===== src/rtl/superkekb_pkg.sv =====
// Shared constants and types for the SuperKEKB trigger scheduler.
package superkekb_pkg;
    localparam int BUCKETS       = 1280;
    localparam int BUCKET_WIDTH  = 11;
    localparam int TURN_WIDTH    = 8;
    localparam int TIMEOUT_WIDTH = 12;

    localparam logic [BUCKET_WIDTH-1:0]  LAST_BUCKET  = BUCKET_WIDTH'(BUCKETS - 1);
    localparam logic [TIMEOUT_WIDTH-1:0] TIMEOUT_LAST = TIMEOUT_WIDTH'(2 * BUCKETS - 1);

    typedef enum logic [1:0] {IDLE, ARMED, FIRE} state_t;

    typedef struct packed {
        logic [BUCKET_WIDTH-1:0] bucket;
        logic [TURN_WIDTH-1:0]   turns;
    } request_t;
endpackage


===== src/rtl/superkekb_position_tracker.sv =====
// Ring-position tracker: revo edge detect, bucket counter and lock state.
// SUPERKEKB_SCHEDULER_SYNC_CHECK_EN adds the misplaced-edge flag and lock-loss timeout.
module superkekb_position_tracker
    import superkekb_pkg::*;
(
    input  logic                    clock,
    input  logic                    reset,
    input  logic                    revo,
    output logic                    revo_edge,
    output logic                    locked,
    output logic [BUCKET_WIDTH-1:0] position,
    output logic                    sync_error
);
    logic revo_d;
    logic lock_lost;

    assign revo_edge = revo && !revo_d;

`ifdef SUPERKEKB_SCHEDULER_SYNC_CHECK_EN
    logic [TIMEOUT_WIDTH-1:0] idle_count;

    assign lock_lost = locked && !revo_edge && (idle_count == TIMEOUT_LAST);

    always_ff @(posedge clock) begin
        if (reset) begin
            idle_count <= '0;
            sync_error <= 1'b0;
        end else begin
            if (revo_edge || !locked)
                idle_count <= '0;
            else
                idle_count <= idle_count + TIMEOUT_WIDTH'(1);
            // A properly aligned edge always lands on bucket 0.
            if (revo_edge && locked && position != '0)
                sync_error <= 1'b1;
        end
    end
`else
    assign lock_lost  = 1'b0;
    assign sync_error = 1'b0;
`endif

    always_ff @(posedge clock) begin
        if (reset) begin
            revo_d   <= 1'b0;
            locked   <= 1'b0;
            position <= '0;
        end else begin
            revo_d <= revo;
            if (revo_edge) begin
                locked   <= 1'b1;
                position <= BUCKET_WIDTH'(1);
            end else if (lock_lost) begin
                locked   <= 1'b0;
                position <= '0;
            end else if (!locked || position == LAST_BUCKET) begin
                position <= '0;
            end else begin
                position <= position + BUCKET_WIDTH'(1);
            end
        end
    end
endmodule


===== src/rtl/superkekb_trigger_scheduler.sv =====
// Two-requester bucket-synchronous trigger scheduler with round-robin grant.
// SUPERKEKB_SCHEDULER_SYNC_CHECK_EN enables sync checking in the position tracker.
module superkekb_trigger_scheduler
    import superkekb_pkg::*;
(
    input  logic                      clock,
    input  logic                      reset,
    input  logic                      revo,
    input  logic [1:0]                req_valid,
    input  logic [2*BUCKET_WIDTH-1:0] req_bucket,
    input  logic [2*TURN_WIDTH-1:0]   req_turns,
    output logic [1:0]                req_ready,
    output logic                      locked,
    output logic [BUCKET_WIDTH-1:0]   position,
    output logic                      trigger,
    output logic                      trigger_id,
    output logic                      done,
    output logic                      error,
    output logic                      sync_error
);
    state_t                state, state_next;
    request_t              req;
    logic                  id, err_pending, last_served, grant;
    logic                  revo_edge;
    logic [1:0]            accept;
    logic                  accept_id, grant_next, out_of_range, match;
    logic [TURN_WIDTH-1:0] turns_dec;

    superkekb_position_tracker tracker (
        .clock      (clock),
        .reset      (reset),
        .revo       (revo),
        .revo_edge  (revo_edge),
        .locked     (locked),
        .position   (position),
        .sync_error (sync_error)
    );

    // Grant is a register so req_ready never depends on req_valid.
    assign req_ready    = (locked && state == IDLE) ? (grant ? 2'b10 : 2'b01) : 2'b00;
    assign accept       = req_valid & req_ready;
    assign accept_id    = accept[1];
    assign grant_next   = (req_valid == 2'b01) ? 1'b0 :
                          (req_valid == 2'b10) ? 1'b1 : !last_served;
    assign turns_dec    = (revo_edge && req.turns != '0) ? req.turns - TURN_WIDTH'(1) : req.turns;
    assign out_of_range = req.bucket > LAST_BUCKET;
    assign match        = (turns_dec == '0) && (position == req.bucket);

    assign done       = (state == FIRE);
    assign trigger    = done && !err_pending;
    assign error      = done && err_pending;
    assign trigger_id = id;

    always_comb begin
        state_next = state;
        case (state)
            IDLE:    if (accept != 2'b00) state_next = ARMED;
            ARMED:   if (out_of_range || !locked || match) state_next = FIRE;
            FIRE:    state_next = IDLE;
            default: state_next = IDLE;
        endcase
    end

    always_ff @(posedge clock) begin
        if (reset) begin
            state       <= IDLE;
            req         <= '0;
            id          <= 1'b0;
            err_pending <= 1'b0;
            last_served <= 1'b1;
            grant       <= 1'b0;
        end else begin
            state <= state_next;
            case (state)
                IDLE: begin
                    if (accept != 2'b00) begin
                        req.bucket <= accept_id ? req_bucket[2*BUCKET_WIDTH-1:BUCKET_WIDTH]
                                                : req_bucket[BUCKET_WIDTH-1:0];
                        req.turns  <= accept_id ? req_turns[2*TURN_WIDTH-1:TURN_WIDTH]
                                                : req_turns[TURN_WIDTH-1:0];
                        id         <= accept_id;
                    end else begin
                        grant <= grant_next;
                    end
                end
                ARMED: begin
                    req.turns   <= turns_dec;
                    err_pending <= out_of_range || !locked;
                end
                FIRE: begin
                    last_served <= id;
                    grant       <= !id;
                end
                default: ;
            endcase
        end
    end
endmodule


===== config.mk =====
export PLATFORM = sky130hd
export DESIGN_NAME = superkekb_trigger_scheduler
export DESIGN_NICKNAME = d
export VERILOG_FILES = /design/src/rtl/superkekb_pkg.sv /design/src/rtl/superkekb_position_tracker.sv /design/src/rtl/superkekb_trigger_scheduler.sv
export SDC_FILE = /design/constraint.sdc
export NUM_CORES = 1
export LEC_CHECK = 0
export ABC_CLOCK_PERIOD_IN_PS = 2200
export CAP_MARGIN = 15
export CELL_PAD_IN_SITES_DETAIL_PLACEMENT = 0
export CELL_PAD_IN_SITES_GLOBAL_PLACEMENT = 1
export CORE_ASPECT_RATIO = 1.2
export CORE_MARGIN = 4
export CORE_UTILIZATION = 31
export DETAILED_ROUTE_END_ITERATION = 7
export PLACE_DENSITY = 0.72
export SETUP_SLACK_MARGIN = 0.4
export SYNTH_ARGS = -nofsm -noshare
export SYNTH_HDL_FRONTEND = slang
export SYNTH_SLANG_ARGS = --single-unit
export TNS_END_PERCENT = 1

===== constraint.sdc =====
create_clock -name clock -period 2.2 [get_ports clock]
set_input_delay 0.44 -clock clock [delete_from_list [all_inputs] [get_ports clock]]
set_output_delay 0.44 -clock clock [all_outputs]
set_load 0.03 [all_outputs]

Word level (Yosys, flattened, before mapping) --
Index checks and enable logic that the tools add are counted.
Word-level totals: register bits 38, word-level logic and storage cells 65, input port bits 43, output and inout bits 19
Cells by class: bitwise gates (word level) 1, mux-type cells 16, reductions and logical operators 25, add/subtract/negate cells 2, order comparisons 1, equality and inequality tests 9
Operators by type and width (count):
- 8-bit two-way mux | 3
- 8-bit one-hot mux with 2 select lines | 1
- 11-bit by 1-bit adder with 11-bit output (second input constant) | 1
- 11-bit == test | 1
- 11-bit == test (second input constant) | 1
- 11-bit > comparator (second input constant) | 1
- 11-bit two-way mux | 1
- 8-bit logical NOT | 1
- 2-bit two-way mux | 4
- 2-bit AND reduction | 4
- 8-bit nonzero test | 1
- 8-bit by 1-bit subtractor with 8-bit output (second input constant) | 1
- 1-bit logical AND | 6
- 2-bit nonzero test | 3
- 1-bit logical NOT | 5
- 1-bit two-way mux | 5
- 2-bit by 1-bit == test with 1-bit output (second input constant) | 2
- 2-bit == test (second input constant) | 2
- 2-bit inequality test (second input constant) | 2
- 2-bit one-hot mux with 2 select lines | 1
- 1-bit logical OR | 3
- 3-bit OR reduction | 1
- 2-bit bitwise AND | 1
- 2-bit logical NOT | 1
- 2 further kinds | 2

Longest topological paths before layout --
depth in word-level cells 9, mapped depth 7, depth with buffers taken out 7

Cells and area by module --
A second synthesis with hierarchy kept.
Unflattened totals: cells, all modules 268, area total of the unflattened synthesis 2269.7 sq um
By module, submodules not included:
- superkekb_trigger_scheduler | area each 1689.1 sq um, seq. area each 500.5 sq um, cells each 203, times used 1
- superkekb_position_tracker | area each 580.6 sq um, seq. area each 260.2 sq um, cells each 65, times used 1

Least setup slack after synthesis --
OpenSTA, ideal clock, no wires.
path kind register to register, start point register tracker.locked, end point register req[10] in the netlist's numbering, path buffers 2, data arrival time 2.759 ns, path slack -0.650 ns, setup time 0.091 ns, required time 2.109 ns, period minus slack after synthesis 2.850 ns, cell stages (with the launch flop) 7, path through dfxtp_1 > nor4b_1 > a22o_1 > buf_2 > buf_1 > nor2_1 > a311oi_1
Between the ends: word-level cells in the longest chain between the ends 5, elaborated cells on any way between the ends 6, classes of those cells mux (2); bitwise (1); reduce/logical (3)
RTL lines:
- from (decl) | RTL line superkekb_position_tracker.sv:10 | output logic locked,
- from (signal assigned) | RTL line superkekb_position_tracker.sv:46 | locked <= 1'b0;
- from (signal assigned) | RTL line superkekb_position_tracker.sv:51 | locked <= 1'b1;
- from (signal assigned) | RTL line superkekb_position_tracker.sv:54 | locked <= 1'b0;
- 1-bit logical AND | RTL line superkekb_trigger_scheduler.sv:40 | assign req_ready = (locked && state == IDLE) ? (grant ? 2'b10 : 2'b01) : 2'b00;
- 2-bit two-way mux | RTL line superkekb_trigger_scheduler.sv:40
- via req_ready[0] | RTL line superkekb_trigger_scheduler.sv:12 | output logic [1:0] req_ready,
- 2-bit bitwise AND | RTL line superkekb_trigger_scheduler.sv:41 | assign accept = req_valid & req_ready;
- 2-bit nonzero test | RTL line superkekb_trigger_scheduler.sv:76 | if (accept != 2'b00) begin
- 2-bit AND reduction (no source line)
- to (decl) | RTL line superkekb_trigger_scheduler.sv:22 | request_t req;
The timed path passes the listed nets, and every way through them passes these cells. A chain may end at the register's enable or synchronous reset.

Worst setup path after layout --
start point register req[1] in the netlist's numbering, end point register state[0]
Between the ends: word-level cells in the longest chain between the ends 8, elaborated cells on any way between the ends 9, classes of those cells add/sub (1); eq/ne (1); mux (1); reduce/logical (6)
RTL lines:
- branches (longest 2 deep; another with 8-bit by 1-bit subtractor with 8-bit output)
- 8-bit two-way mux * | RTL line superkekb_trigger_scheduler.sv:45 | assign turns_dec = (revo_edge && req.turns != '0) ? req.turns - TURN_WIDTH'(1) : req.turns;
- 8-bit logical NOT * | RTL line superkekb_trigger_scheduler.sv:47 | assign match = (turns_dec == '0) && (position == req.bucket);
- 1-bit logical AND * | RTL line superkekb_trigger_scheduler.sv:47
- 1-bit logical OR * | RTL line superkekb_trigger_scheduler.sv:58 | ARMED: if (out_of_range || !locked || match) state_next = FIRE;
- 2-bit inequality test (no source line) *
- 2-bit AND reduction (no source line) *
- to (signal assigned) | RTL line superkekb_trigger_scheduler.sv:73 | state <= state_next;
- to (decl) | RTL line superkekb_trigger_scheduler.sv:21 | state_t state, state_next;
Every way passes the cells marked *.

==> results.py <==
metrics = {
    "logic_synthesis": {
        "yosysTopAreaCell": "dfxtp_1",
        "synth_flop_cell": "dfxtp_1",
        "synthTopCellsByCount": "dfxtp_1 (38), nor2_1 (32), nand2_1 (27), nand3_1 (17), xnor2_1 (15)",
        "yosysSeqAreaShare_pct": 35.9,
        "synth_most_common_cell": "dfxtp_1",
        "ys_seq_elements": 38,
        "synthCells": 260,
        "yosys.area.top_type_share_pct": 35.9,
        "syn_nets": 306,
        "synthTopCellsByArea": "dfxtp_1 (36%), xnor2_1 (6.2%), nor2_1 (5.7%)",
        "synthArstFlopShare_pct": 0,
        "netlist_area_um2": 2120,
        "synth_edf_count": 0,
        "synth.distinct_cells": 49,
        "yosys_warnings": 0,
        "syn_avg_cell_area_um2": 8.15,
    },
    "clocking": {
        "clock_sinks": 38,
        "cts.htree.levels": 2,
        "clock-root-buffer": "clkbuf_8",
        "cts_tree": "built",
        "cts_hold_buf": 0,
        "cts_buffers": 5,
        "clk_pin_slew_worst_paths_ns": 0.08,
        "cts_buffer_depth": 2,
        "insertion_delay_ns": 0.29,
    },
    "setup_path": {
        "required_ns": 2.39,
        "critPathMaxStageDelay_ns": 0.49,
        "setup.worst_path.end_class": "flop",
        "critPathSlowestCell": "or4_4",
        "crit_fanout": 3,
        "crit_family": "simple AND/OR/NAND/NOR gates",
        "cp-start-kind": "flop",
        "crit_chain": "or3_4 > or4_4 > a21o_1 > or4_1 > o21a_1",
        "crit_type": "reg -> reg",
        "path_buf_inv": 0,
        "arrival_ns": 2.26,
    },
    "sta": {
        "min_period_over_period_pct": 94.3,
        "slew_violations": 0,
        "finalHoldViolCount": 0,
        "fin_crit_ns": 2.08,
        "finalClockSkew_ns": 0.00550,
        "setup_violations": 0,
        "fmax_mhz": 482,
        "rsz0062_at_grt": "true",
    },
    "global_route": {
        "overflow": 0,
        "antenna_found_initial": 0,
        "grt_use_total_pct": 15.4,
        "grt_pass1_vias": 2157,
        "grt_first_pass_wirelength_um": 10400,
        "grt_max_degree": 24,
    },
    "place": {
        "dp_hpwl_um": 4610,
        "numPortBuffers": 60,
        "place.gp.congestion": 0.812,
        "dp.cells": 412,
    },
    "layout": {
        "diodes": 0,
        "synthToLayoutAreaGrowth_pct": 47.4,
        "nets": 383,
        "fin_util_pct": 47.8,
        "drive_gt1_share_pct": 15.7,
        "stdcell_count": 422,
    },
    "drt": {
        "wl_um": 6160,
        "vias": 2073,
        "drt_iter0_markers": 103,
        "dr.pass1.iters": 4,
        "post_drt_wl_per_cell_um": 14.6,
        "vias_per_cell": 4.91,
        "drc": 0,
        "drtAntennaViolNets": 0,
    },
    "floorplanning": {
        "die_h_um": 98.6,
        "io_pins": 62,
        "core_um2": 6530,
        "row_count": 32,
        "fp.dieArea_um2": 8220,
        "initial_core_util_pct": 32.5,
        "chipWidth_um": 83.5,
    },
    "run": {
        "drv_cap": 0,
    },
    "power_and_ir_drop": {
        "power_density_nw_per_um2": 597,
        "leakagePower_nw": 1.20,
        "irDropWorstVdd_v": 0.000243,
    },
    "hold_path": {
        "hold_class": "in -> reg",
    },
    "status": {
        "status": "finished, final reports clean",
    },
}
## sequential cells by signal, summed over array words and instances (netlist names)
| signal | cells |
|---|---|
| tracker.revo_d | 1 |
| trigger_id | 1 |
| last_served | 1 |
| tracker.locked | 1 |
| req | 19 |
| err_pending | 1 |
| grant | 1 |
| tracker.position | 11 |
| state | 2 |
## stage by stage
| step | TNS, ns | worst slack, ns | power, W | area (µm²) | hold WS (ns) |
|---|---|---|---|---|---|
| 3_5_place_dp | -0.327 | -0.163 | 0.00123 | 2950 | 0.473 |
| 4_1_cts | 0 | 0.123 | 0.00186 | 3080 | 0.489 |
| 3_3_place_gp | -0.308 | -0.152 | 0.00123 | 2950 | 0.456 |
| 5_1_grt | 0 | 0.0600 | 0.00196 | 3120 | 0.511 |
| 6_report | 0 | 0.125 | 0.00186 | 3120 | 0.463 |
| 2_1_floorplan | 0 | 0.143 | 0.00103 | 2130 | 0.439 |
## path summary, 6_finish.rpt
path	slack (ns)	cells past startpoint	from	to
min reg2reg	0.48	2	last_served	last_served
max	0.12	5	req[1]	state[0]
min	0.46	2	revo	tracker.revo_d
max reg2reg	0.12	5	req[1]	state[0]
## power breakdown
part | internal [W] | switching, W | total, W
clock network | 0.000363 | 0.000245 | 0.000608
logic | 0.000266 | 0.000218 | 0.000484
registers | 0.000728 | 0.0000441 | 0.000772
## cell type report
class / instances / area, µm²
Timing Repair Buffer: 85 / 797
Sequential cell: 38 / 764
Tap cell: 85 / 106
Multi-Input combinational cell: 199 / 1310
Fill cell: 633 / 3400
Clock buffer: 6 / 82.6
Inverter: 8 / 30.0
Clock inverter: 1 / 30.0
## placed cells by master (no fill, tap or decap), types with 2 or more instances in the layout
| cell | n |
|---|---|
| mux2_2 | 3 |
| xor2_1 | 7 |
| o21a_1 | 3 |
| a211oi_1 | 3 |
| nor3_1 | 5 |
| inv_1 | 5 |
| dfxtp_1 | 35 |
| nand2_1 | 27 |
| xnor2_1 | 15 |
| mux2i_1 | 6 |
| a22oi_1 | 2 |
| dfxtp_2 | 3 |
| a311oi_1 | 13 |
| a21oi_2 | 2 |
| o21ai_1 | 7 |
| o21ai_0 | 5 |
| clkbuf_8 | 6 |
| ha_2 | 2 |
| nor4_2 | 2 |
| or4_1 | 5 |
| buf_4 | 24 |
| nor2_1 | 32 |
| nand2b_1 | 4 |
| a21oi_1 | 9 |
| nand4_1 | 2 |
| nand3b_1 | 2 |
| inv_2 | 3 |
| and2_1 | 2 |
| dlygate4sd2_1 | 5 |
| nand3_1 | 17 |
| clkdlybuf4s50_1 | 54 |
| nor2b_1 | 2 |
| a22o_1 | 3 |
## what timing repair did
| action | 4_1_cts | 5_1_grt |
|---|---|---|
| setup endpoints to repair | 34 | 45 |
| gates resized for setup | 9 | 11 |
| pin swaps | 3 | 2 |
| setup buffers | 2 | 1 |
## cell families (layout without fill, tap and decap cells)
family	Yosys count	after routing	share of synthesized area, %
adder cells (fa/ha/maj)	3	3	1.77
AND/OR/NAND/NOR	108	108	25.3
buffers and inverters	23	100	4.73
other	1	1	0.177
multiplexers	10	10	4.96
AO/OA/AOI/OAI	55	55	18.0
XOR/XNOR	22	22	9.10
flip-flops	38	38	35.9
## metal layers
layer / part of all wire, % / up-vias / track usage (%)
met3: 4.8 / 6 / 2.68
met2: 48 / 50 / 25.7
li1: - / 1079 / -
met1: 46 / 938 / 20.3
met5: 0 / - / 0
met4: 1.2 / 0 / 4.70
(Power assumes the default switching activity.)
